===== src/rtl/hcsr04_emulator_if.sv =====
// Sensor-side handshake bundle for the HC-SR04 emulator.
// master: the measuring block (drives trigger and the programmed distance).
// slave:  the emulator (answers with echo, busy and the accepted-trigger count).
interface hcsr04_emulator_if;
    logic        trigger;
    logic [15:0] dist_ticks;
    logic        echo;
    logic        busy;
    logic [7:0]  pulse_count;

    modport master (
        output trigger,
        output dist_ticks,
        input  echo,
        input  busy,
        input  pulse_count
    );

    modport slave (
        input  trigger,
        input  dist_ticks,
        output echo,
        output busy,
        output pulse_count
    );
endinterface


===== src/rtl/hcsr04_emulator.sv =====
// HC-SR04 ultrasonic sensor emulator: qualifies a trigger pulse, waits a fixed
// burst delay, then drives an echo pulse whose width is the programmed distance
// in ticks of CLK_DIV clock cycles.
// Optional build macro HCSR04_EMULATOR_JITTER_EN adds 0..3 ticks of LFSR jitter
// to each echo width (saturating at MAX_ECHO_TICKS).
module hcsr04_emulator #(
    parameter int unsigned CLK_DIV          = 500,
    parameter int unsigned TRIG_MIN_TICKS   = 1,
    parameter int unsigned ECHO_DELAY_TICKS = 46,
    parameter int unsigned MAX_ECHO_TICKS   = 3800,
    parameter int unsigned HOLDOFF_TICKS    = 0
) (
    input  logic             clk,
    input  logic             rst_n,
    hcsr04_emulator_if.slave bus
);
    localparam logic [31:0] TrigMinCyc = 32'(TRIG_MIN_TICKS * CLK_DIV);
    localparam logic [31:0] DelayCyc   = 32'(ECHO_DELAY_TICKS * CLK_DIV);
    localparam logic [31:0] HoldCyc    = 32'(HOLDOFF_TICKS * CLK_DIV);
    localparam logic [31:0] SubMax     = 32'(CLK_DIV - 1);
    localparam logic [15:0] MaxEcho    = 16'(MAX_ECHO_TICKS);

    typedef enum logic [2:0] {StIdle, StTrig, StDelay, StEcho, StHoldoff} state_e;

    state_e      r_state;
    logic [31:0] r_cnt;
    logic [31:0] r_sub;
    logic [15:0] r_tick;
    logic [15:0] r_width;
    logic        r_echo;
    logic        r_busy;
    logic [7:0]  r_pulse_count;

    logic        r_sync1;
    logic        r_sync2;
    logic        r_trig_d;
    logic [1:0]  r_seen;
    logic        r_armed;

    logic        w_rise;
    logic        w_fall;
    logic        w_accept;
    logic [15:0] w_dist_clamped;
    logic [15:0] w_width;

    assign w_rise   = r_sync2 & ~r_trig_d;
    assign w_fall   = ~r_sync2 & r_trig_d;
    assign w_accept = (r_state == StTrig) && w_fall && (r_cnt >= TrigMinCyc);

    assign w_dist_clamped = ((bus.dist_ticks == 16'd0) || (bus.dist_ticks > MaxEcho)) ?
                            MaxEcho : bus.dist_ticks;

    // Synchronise trigger; arm only after a genuine low has been seen since reset,
    // so a trigger held high through reset must fall and rise again.
    always_ff @(posedge clk or negedge rst_n) begin
        if (!rst_n) begin
            r_sync1  <= 1'b0;
            r_sync2  <= 1'b0;
            r_trig_d <= 1'b0;
            r_seen   <= 2'b00;
            r_armed  <= 1'b0;
        end else begin
            r_sync1  <= bus.trigger;
            r_sync2  <= r_sync1;
            r_trig_d <= r_sync2;
            r_seen   <= {r_seen[0], 1'b1};
            if (r_seen[1] && !r_sync2) begin
                r_armed <= 1'b1;
            end
        end
    end

`ifdef HCSR04_EMULATOR_JITTER_EN
    logic [15:0] r_lfsr;
    logic [16:0] w_jit_sum;

    assign w_jit_sum = {1'b0, w_dist_clamped} + {15'd0, r_lfsr[1:0]};
    assign w_width   = (w_jit_sum > {1'b0, MaxEcho}) ? MaxEcho : w_jit_sum[15:0];

    // Fibonacci LFSR, taps 16,14,13,11; steps once per accepted trigger.
    always_ff @(posedge clk or negedge rst_n) begin
        if (!rst_n) begin
            r_lfsr <= 16'hACE1;
        end else if (w_accept) begin
            r_lfsr <= {r_lfsr[14:0], r_lfsr[15] ^ r_lfsr[13] ^ r_lfsr[12] ^ r_lfsr[10]};
        end
    end
`else
    assign w_width = w_dist_clamped;
`endif

    // Main sequencer: trigger qualification, burst delay, echo, holdoff.
    always_ff @(posedge clk or negedge rst_n) begin
        if (!rst_n) begin
            r_state       <= StIdle;
            r_cnt         <= '0;
            r_sub         <= '0;
            r_tick        <= '0;
            r_width       <= '0;
            r_echo        <= 1'b0;
            r_busy        <= 1'b0;
            r_pulse_count <= '0;
        end else begin
            unique case (r_state)
                StIdle: begin
                    if (w_rise && r_armed) begin
                        r_state <= StTrig;
                        r_cnt   <= 32'd1;  // the cycle that showed the rise counts
                        r_busy  <= 1'b1;
                    end
                end
                StTrig: begin
                    if (w_fall) begin
                        if (w_accept) begin
                            r_width       <= w_width;
                            r_pulse_count <= r_pulse_count + 8'd1;
                            r_cnt         <= '0;
                            r_state       <= StDelay;
                        end else begin
                            r_state <= StIdle;
                            r_busy  <= 1'b0;
                        end
                    end else if (r_cnt < TrigMinCyc) begin
                        r_cnt <= r_cnt + 32'd1;
                    end
                end
                StDelay: begin
                    if (r_cnt == DelayCyc) begin
                        r_state <= StEcho;
                        r_echo  <= 1'b1;
                        r_sub   <= '0;
                        r_tick  <= '0;
                    end else begin
                        r_cnt <= r_cnt + 32'd1;
                    end
                end
                StEcho: begin
                    if (r_sub == SubMax) begin
                        r_sub <= '0;
                        if (r_tick == r_width - 16'd1) begin
                            r_echo <= 1'b0;
                            if (HOLDOFF_TICKS > 0) begin
                                r_state <= StHoldoff;
                                r_cnt   <= '0;
                            end else begin
                                r_state <= StIdle;
                                r_busy  <= 1'b0;
                            end
                        end else begin
                            r_tick <= r_tick + 16'd1;
                        end
                    end else begin
                        r_sub <= r_sub + 32'd1;
                    end
                end
                StHoldoff: begin
                    if (r_cnt == HoldCyc - 32'd1) begin
                        r_state <= StIdle;
                        r_busy  <= 1'b0;
                    end else begin
                        r_cnt <= r_cnt + 32'd1;
                    end
                end
                default: begin
                    r_state <= StIdle;
                    r_busy  <= 1'b0;
                    r_echo  <= 1'b0;
                end
            endcase
        end
    end

    assign bus.echo        = r_echo;
    assign bus.busy        = r_busy;
    assign bus.pulse_count = r_pulse_count;
endmodule

===== src/flat_wrapper.sv =====
// flat-port wrapper written by rule: the top's interface ports become plain ports
module hcsr04_emulator_flat 
#(
    parameter int unsigned CLK_DIV          = 500,
    parameter int unsigned TRIG_MIN_TICKS   = 1,
    parameter int unsigned ECHO_DELAY_TICKS = 46,
    parameter int unsigned MAX_ECHO_TICKS   = 3800,
    parameter int unsigned HOLDOFF_TICKS    = 0
)
  (clk, rst_n, bus_trigger, bus_dist_ticks, bus_echo, bus_busy, bus_pulse_count);
  hcsr04_emulator_if bus_i ();
  input  logic clk;
  input  logic rst_n;
  input wire logic [$bits(bus_i.trigger)-1:0] bus_trigger;
  input wire logic [$bits(bus_i.dist_ticks)-1:0] bus_dist_ticks;
  output wire logic [$bits(bus_i.echo)-1:0] bus_echo;
  output wire logic [$bits(bus_i.busy)-1:0] bus_busy;
  output wire logic [$bits(bus_i.pulse_count)-1:0] bus_pulse_count;
  assign bus_i.trigger = bus_trigger;
  assign bus_i.dist_ticks = bus_dist_ticks;
  assign bus_echo = bus_i.echo;
  assign bus_busy = bus_i.busy;
  assign bus_pulse_count = bus_i.pulse_count;
  hcsr04_emulator #(.CLK_DIV(CLK_DIV), .TRIG_MIN_TICKS(TRIG_MIN_TICKS), .ECHO_DELAY_TICKS(ECHO_DELAY_TICKS), .MAX_ECHO_TICKS(MAX_ECHO_TICKS), .HOLDOFF_TICKS(HOLDOFF_TICKS)) u_core (.clk(clk), .rst_n(rst_n), .bus(bus_i));
endmodule

===== config.mk =====
export PLATFORM = sky130hd
export DESIGN_NAME = hcsr04_emulator_flat
export DESIGN_NICKNAME = d
export VERILOG_FILES = /design/src/rtl/hcsr04_emulator_if.sv /design/src/rtl/hcsr04_emulator.sv /design/src/flat_wrapper.sv
export SDC_FILE = /design/constraint.sdc
export NUM_CORES = 1
export LEC_CHECK = 0
export CORE_MARGIN = 1.5
export CORE_UTILIZATION = 50
export CTS_CLUSTER_SIZE = 25
export DETAILED_ROUTE_END_ITERATION = 7
export HOLD_SLACK_MARGIN = 0.1
export PLACE_DENSITY = 0.71
export SLEW_MARGIN = 20
export SYNTH_ARGS = -nofsm -noshare
export SYNTH_HDL_FRONTEND = slang
export SYNTH_SLANG_ARGS = --single-unit

===== constraint.sdc =====
create_clock -name clk -period 3.88 [get_ports clk]
set_input_delay 0.388 -clock clk [delete_from_list [all_inputs] [get_ports clk]]
set_output_delay 0.388 -clock clk [all_outputs]
set_load 0.01 [all_outputs]

# After elaboration in Yosys (flattened, before gate mapping)
# Index checks and enable logic that the tools add are counted.
# classes
n_addsub	5
n_mul	0
div_mod_pow	0
order_cmp	3
n_eq_ne	20
shifts	0
n_mux	32
n_bitwise	6
n_reduce_logical	18
# op_table
cell	count
32-bit 2-to-1 mux	8
32-bit one-hot mux with 4 select lines	1
32-bit by 1-bit adder with 32-bit output, second input constant	2
16-bit 2-to-1 mux	4
32-bit one-hot mux with 2 select lines	1
32-bit by 15-bit equality test with 1-bit output, second input constant	1
32-bit equality test, second input constant	1
32-bit by 9-bit equality test with 1-bit output, second input constant	1
32-bit by 9-bit >= comparator with 1-bit output, second input constant	1
32-bit by 9-bit less-than comparator with 1-bit output, second input constant	1
16-bit one-hot mux with 2 select lines	1
3-bit 2-to-1 mux	6
16-bit by 1-bit adder with 16-bit output, second input constant	1
16-bit equality test	1
16-bit by 12-bit greater-than comparator with 1-bit output, second input constant	1
16-bit logical NOT	1
16-bit by 1-bit subtractor with 16-bit output, second input constant	1
3-bit one-hot mux with 5 select lines	1
2-bit by 1-bit != test with 1-bit output, second input constant	6
6-bit AND reduction	2
8-bit by 1-bit adder with 8-bit output, second input constant	1
2-bit != test, second input constant	4
4-bit AND reduction	2
1-bit 2-to-1 mux	7
other kinds (20)	28
# word_totals
register_bits	115
latch_bits	0
ramBits	0
romBits	0
out_inout_bits	10
mem_count	0

# Logic depth before layout (Yosys ltp)
# Gate-level depths: netlist (run 1).
# depth
ltp_word	7
ltp_mapped	12
ltp_nobuf	10

# Least setup slack after synthesis (run 1)
# No wires, ideal clock.
# synth_timing
kind	reg-to-reg
startpoint	register u_core.r_width[0]
endpoint	register u_core.r_echo (netlist: u_core.bus.echo)
t_arrival_ns	3.260
t_required_ns	3.752
setup_slack_ns	0.493
stages_incl_launch_ff	12
path_cell_list	dfrtp_1 > inv_1 > ha_1 > or4b_1 > buf_2 > nor3_1 > mux2_2 > o21ba_4 > nor4_4 > nand2_4 > a2111oi_4 > mux2_1
# synth_between
elab_chain_len	4
# synth_lines
item	line_no	text
from (decl)	hcsr04_emulator.sv:29	logic [15:0] r_width;
from (signal assigned)	hcsr04_emulator.sv:115	r_width <= w_width;
16-bit by 1-bit subtractor with 16-bit output	hcsr04_emulator.sv:140	if (r_tick == r_width - 16'd1) begin
16-bit equality test	hcsr04_emulator.sv:140	
2-bit by 1-bit != test with 1-bit output (no source line)	-	
4-bit AND reduction (no source line)	-	
to (signal assigned)	hcsr04_emulator.sv:130	r_echo <= 1'b1;
to (signal assigned)	hcsr04_emulator.sv:141	r_echo <= 1'b0;
to (signal assigned)	hcsr04_emulator.sv:167	r_echo <= 1'b0;
to (decl)	hcsr04_emulator.sv:30	logic r_echo;
# Every way passes these cells.
# A chain may end at the register's enable or synchronous reset.

# Worst setup path after layout (run 1)
# layout_timing
startpoint	register u_core.r_width[0]
endpoint	register u_core.r_tick[12]
# layout_between
elab_chain_len	4
# layout_lines
item	line_no	text
16-bit by 1-bit subtractor with 16-bit output	hcsr04_emulator.sv:140	
16-bit equality test	hcsr04_emulator.sv:140	
2-bit != test (no source line)	-	
4-bit AND reduction (no source line)	-	
to (signal assigned)	hcsr04_emulator.sv:150	r_tick <= r_tick + 16'd1;
to (decl)	hcsr04_emulator.sv:28	logic [15:0] r_tick;
# Every way passes these cells.

==> results of run 1 <==
[state kept, by name, indices dropped and copies added (netlist names)]
signal                  cells
u_core.r_cnt               32
u_core.r_sub               32
u_core.r_tick              16
u_core.r_width             16
u_core.bus.pulse_count      8
u_core.r_seen               2
u_core.r_state              2
u_core.bus.busy             1
u_core.bus.echo             1
u_core.r_armed              1
u_core.r_sync1              1
u_core.r_sync2              1
u_core.r_trig_d             1
[layer usage]
layer	vias up	wire, µm	GRT usage
met4	0	286	0.1012
met3	27	655	0.05086
met1	2738	6671	0.3096
met2	129	7170	0.3801
li1	2697	-	-
met5	-	0	0
[critical path: stages, from the launching register on]
cell and delay (ps):
dfrtp_1 390, inv_1 80, ha_1 220, or4b_1 570, or4_1 440, a32o_1 270
o21ba_4 230, nor4_4 50, buf_4 170, a31o_1 330, or4b_1 500, a21oi_1 170
[how the worst max path moves through the flow]
stage | end | slack (ps) | cells past startpoint
CTS | u_core.bus.echo | 370 | 10
global route | u_core.r_tick[7] | 190 | 11
detailed placement | u_core.r_tick[12] | 390 | 11
global placement | u_core.bus.echo | 520 | 10
floorplan | u_core.bus.echo | 490 | 11
finish | u_core.r_tick[12] | 370 | 11
[area by class of cell]
class	instances	area [µm²]
fillers	1077	5076
multi-input cells	554	3401
flip-flops and latches	114	2853
clock buffers	27	533.0
repair buffers	41	387.9
well taps	172	215.2
inverters	29	108.9
clock inverters	4	45.04
[per-stage QoR]
stage | instances | hold WS, ps | area, µm²
global placement | 910 | 333.0 | 6965
detailed placement | 910 | 341.6 | 6965
floorplan | 725 | 92.41 | 6465
global route | 941 | 142.6 | 7543
CTS | 941 | 118.0 | 7543
finish | 941 | 69.74 | 7543
[logic make-up (layout without fill, tap and decap cells)]
| family | count (synthesis) | count (layout) |
|---|---|---|
| AOI/OAI and AO/OA | 175 | 175 |
| xor gates and xnor gates | 43 | 43 |
| adders and majority gates | 12 | 12 |
| buffers and inverters | 57 | 101 |
| DFF | 114 | 114 |
| muxes | 9 | 9 |
| other | 1 | 1 |
| and+or+nand+nor | 314 | 314 |
[cell usage in the layout, fill, tap and decap left out, drive strengths merged, types with 15 or more instances in the layout]
cell type / count
a31oi: 15
xnor2: 21
clkbuf: 27
nand3: 32
nand2: 67
a21oi: 27
o31ai: 18
dfrtp: 114
nor4: 15
clkdlybuf4s50: 27
nand4: 18
and3: 23
inv: 29
o21ai: 79
xor2: 22
nor2: 65
nor3: 15
[power breakdown]
| group | total, W | internal (W) | switching [W] |
|---|---|---|---|
| registers | 0.00124 | 0.00122 | 0.0000241 |
| logic | 0.000410 | 0.000148 | 0.000263 |
| clock network | 0.00151 | 0.000991 | 0.000516 |
| total | 0.00316 | 0.00236 | 0.000802 |
==> results.sh, run 1 <==
export IMPL_outcome="completed"
export IMPL_skew_ps=8.910
export IMPL_synth_xor_area_frac=0.05825
export IMPL_hpwl_um=9987
export IMPL_total_leakage_power_nw=3.245
export IMPL_fin_crit_sh=0.9035
export IMPL_synth_compound_area_frac=0.1688
export IMPL_relSlewSlack=0.4225
export IMPL_cts_buffers=17
export IMPL_finalWirelength_um=14780
export IMPL_final_core_util=0.5978
export IMPL_syn_cell_area_mm2=0.006465
export IMPL_synth_top_area_share=0.4413
export IMPL_grt_max_degree=68
export IMPL_nNetsFinal=787
export IMPL_hold_buffers=0
export IMPL_drtIter0Drc=560
export IMPL_global_route_overflow_total=0
export IMPL_finalCriticalPeriod_ps=3506
export IMPL_cts_resized=0
export IMPL_gp_congestion=0.8510
export IMPL_cp_max_fo=12
export IMPL_finalSetupViolations=0
export IMPL_grt_usage=0.2362
export IMPL_grt_pass1_wl_um=25090
export IMPL_yosys_top_cells_area="dfrtp_1, o21ai_0, nand2_1"
export IMPL_synthCells=725
export IMPL_seq_area_frac_synth=0.4413
export IMPL_layout_drive_gt1_share=0.07932
export IMPL_synth_top_family_by_area="simple AND/OR/NAND/NOR gates"
export IMPL_area_delta_synth_final_pct=16.68
export IMPL_synth_seq_cells=114
export IMPL_die_h_um=116.7
export IMPL_num_io_pins=29
export IMPL_dr_pass1_iters=5
export IMPL_worst_slack_ps=374.3
export IMPL_start_kind="flip-flop"
export IMPL_yosysWarnings=0
export IMPL_worst_pin_slew_ps=866.2
export IMPL_synth_most_common_cell="dfrtp_1"
export IMPL_clock_latency_ps=420
export IMPL_synth_largest_area_cell="dfrtp_1"
export IMPL_wire_per_inst_um=15.71
export IMPL_clk_pin_slew_ps=50
export IMPL_ys_types=61
export IMPL_synthSimpleGateAreaFrac=0.2586
export IMPL_vias=5591
export IMPL_rr_endpoint="u_core.r_tick[12]"
export IMPL_syn_avg_cell_area_um2=8.917
export IMPL_endpoint_kind="flip-flop"
export IMPL_start_util=0.5123
export IMPL_fmax_ghz=0.2852
export IMPL_rsz0062_at_grt="no"
export IMPL_hold_viol=0
export IMPL_synth_net_count=755
export IMPL_row_count=41
export IMPL_drc=0
export IMPL_total_power_w=0.003158
export IMPL_cts_tree="yes"
export IMPL_via_per_inst=5.942
export IMPL_ff2ff_setup_slack_ps=370
export IMPL_synth_edf_count=0
export IMPL_cts_setup_buffers=0
export IMPL_die_area_mm2=0.01362
export IMPL_ir_worst_vdd_mv=0.2510
export IMPL_numPortBuffers=28
export IMPL_powerDensity_mw_per_mm2=418.7
export IMPL_ant_nets=0
export IMPL_dieWidth_um=116.7
export IMPL_coreArea_mm2=0.01262
export IMPL_muxShareOfSynthArea=0.01510
export IMPL_criticalPathCategory="reg2reg"
export IMPL_h_tree_depth=4
export IMPL_num_antenna_cells=0
export IMPL_maxSlewViolCount=0
export IMPL_pre_cts_slack_ps=387.3
export IMPL_r2r_cells=11
export IMPL_clock_path_buffers=2
export IMPL_grt_pass1_vias=5354
export IMPL_required_ps=4220
export IMPL_max_cap_violations=0
export IMPL_antenna_found_initial=0
export IMPL_cp_arrival_ps=3840
export IMPL_min_path_type="in2async"
export IMPL_clockRootBuffer="clkbuf_16"
export IMPL_tns_ps=0
export IMPL_synthArstFlopShare=1.000
export IMPL_synthAdderAreaFrac=0.02284
export IMPL_synth_main_ff_cell="dfrtp_1"
export IMPL_startpoint="u_core.r_width[0]"
export IMPL_clkSinkCount=114
export IMPL_synth_commonest_cells="dfrtp_1, o21ai_0, nand2_1"
export IMPL_r2r_start="u_core.r_width[0]"
Power figures use the tool's default switching activity.
==> run 2: changes to the inputs <==
Settings changed: REMOVE_ABC_BUFFERS set to 1.
==> run 2 against run 1 <==
Register-to-register slack barely moved; sequential cell count did not move; total power rose by 0.25%; final area rose by 0.17%; sequential share of layout area fell by 0.063 points.
==> results.sh, run 2 (synthesized netlist as in run 1, its figures left out) <==
export IMPL_outcome="completed"
export IMPL_worst_pin_slew_ps=805.2
export IMPL_die_h_um=116.7
export IMPL_dieWidth_um=116.7
export IMPL_pre_cts_slack_ps=397.7
export IMPL_grt_max_degree=62
export IMPL_min_path_type="reg2reg"
export IMPL_powerDensity_mw_per_mm2=419.0
export IMPL_start_kind="flip-flop"
export IMPL_ant_nets=0
export IMPL_coreArea_mm2=0.01262
export IMPL_nNetsFinal=790
export IMPL_rsz0062_at_grt="no"
export IMPL_hold_slack_ps=344.0
export IMPL_fmax_ghz=0.2858
export IMPL_antenna_found_initial=0
export IMPL_wire_per_inst_um=16.26
export IMPL_row_count=41
export IMPL_global_route_overflow_total=0
export IMPL_layout_drive_gt1_share=0.08161
export IMPL_cp_max_fo=12
export IMPL_finalSetupViolations=0
export IMPL_cts_buffers=17
export IMPL_fin_crit_sh=0.9018
export IMPL_area_delta_synth_final_pct=16.88
export IMPL_dr_pass1_iters=5
export IMPL_grt_pass1_wl_um=25780
export IMPL_via_per_inst=5.912
export IMPL_top_regs="u_core.r_cnt x32, u_core.r_sub x32"
export IMPL_ir_worst_vdd_mv=0.2730
export IMPL_cts_resized=0
export IMPL_required_ps=4220
export IMPL_hold_viol=0
export IMPL_gp_congestion=0.8704
export IMPL_drc=0
export IMPL_clkSinkCount=114
export IMPL_skew_ps=8.686
export IMPL_finalCriticalPeriod_ps=3499
export IMPL_multi_input_area_mm2=0.003401
export IMPL_clk_pin_slew_ps=50
export IMPL_endpoint_kind="flip-flop"
export IMPL_num_antenna_cells=0
export IMPL_num_io_pins=29
export IMPL_vias=5581
export IMPL_relSlewSlack=0.4631
export IMPL_seqCellArea_mm2=0.002853
export IMPL_hpwl_um=10770
export IMPL_nFillCells=1105
export IMPL_grt_pass1_vias=5361
export IMPL_layout_common_cells="dfrtp_1, o21ai_0, nand2_1"
export IMPL_criticalPathCategory="reg2reg"
export IMPL_h_tree_depth=4
export IMPL_numPortBuffers=28
export IMPL_drtIter0Drc=449
export IMPL_clockRootBuffer="clkbuf_16"
export IMPL_cts_tree="yes"
export IMPL_clock_path_buffers=2
export IMPL_total_leakage_power_nw=3.255
export IMPL_cp_arrival_ps=3840
export IMPL_grt_usage=0.2409
export IMPL_worst_slack_ps=380.8
export IMPL_finalWirelength_um=15350
export IMPL_maxSlewViolCount=0
export IMPL_final_core_util=0.5988
export IMPL_clock_latency_ps=410
export IMPL_start_util=0.5123
export IMPL_die_area_mm2=0.01362
export IMPL_final_common_cell="dfrtp_1"
export IMPL_max_cap_violations=0
-- run 2: cell count changes in the layout (fill, tap and decap cells not counted) --
cell,change
buf_12,-1
buf_4,+3
dlygate4sd3_1,+1
-- run 2: per-layer routing --
metal  wire length [µm]  up-vias  part of all wire  GRT usage
li1                   -     2701                 -          -
met1               7020     2730              0.46     0.3159
met2               7445      131              0.48     0.3961
met3                692       19             0.045    0.05449
met4                196        0             0.013    0.08112
met5                  0        -                 0          0
-- run 2: final timing paths --
path | from | to | slack, ps | cells past startpoint
max | u_core.r_width[0] | u_core.r_tick[11] | 380 | 11
min | u_core.r_seen[0] | u_core.r_seen[1] | 340 | 0
max reg2reg | u_core.r_width[0] | u_core.r_tick[11] | 380 | 11
min reg2reg | u_core.r_seen[0] | u_core.r_seen[1] | 340 | 0
max in group asynchronous | rst_n | u_core.r_cnt[14] | 2390 | 3
min in group asynchronous | rst_n | u_core.r_sub[12] | 610 | 2
-- run 2: worst max-delay path, stage by stage, from the launching register on --
cell and delay (ps):
dfrtp_1 400, inv_1 80, ha_1 220, or4b_1 570, or4_1 440, a32o_1 260, o21ba_4 230, nor4_4 50
buf_4 170, a31o_1 330, or4_1 510, a21oi_1 160
-- run 2: what timing repair did --
item                      in CTS  in global routing
buffers inserted               0                  0
hold endpoints to repair      59                  0
hold buffers                   1                  0
-- run 2: cell type report --
class | count | share of cell area
multi-input cells | 554 | 0.4501
flip-flops and latches | 114 | 0.3775
clock buffers | 27 | 0.07054
repair buffers | 44 | 0.05299
well taps | 172 | 0.02848
inverters | 29 | 0.01441
clock inverters | 4 | 0.005961
-- run 2: through the flow --
stage          TNS, ps  instances  power (W)  cell area, µm²
6_report             0        944   0.003166            7556
5_1_grt              0        944   0.003296            7556
4_1_cts              0        944   0.003191            7556
3_5_place_dp         0        912   0.001674            6968
3_3_place_gp         0        912   0.001663            6968
2_1_floorplan    -1699        697   0.001508            6350
-- run 2: where the power goes --
group          internal, W  total, W  switching (W)
Sequential         0.00122   0.00124      0.0000252
Clock             0.000992   0.00151       0.000520
Combinational     0.000150  0.000412       0.000262
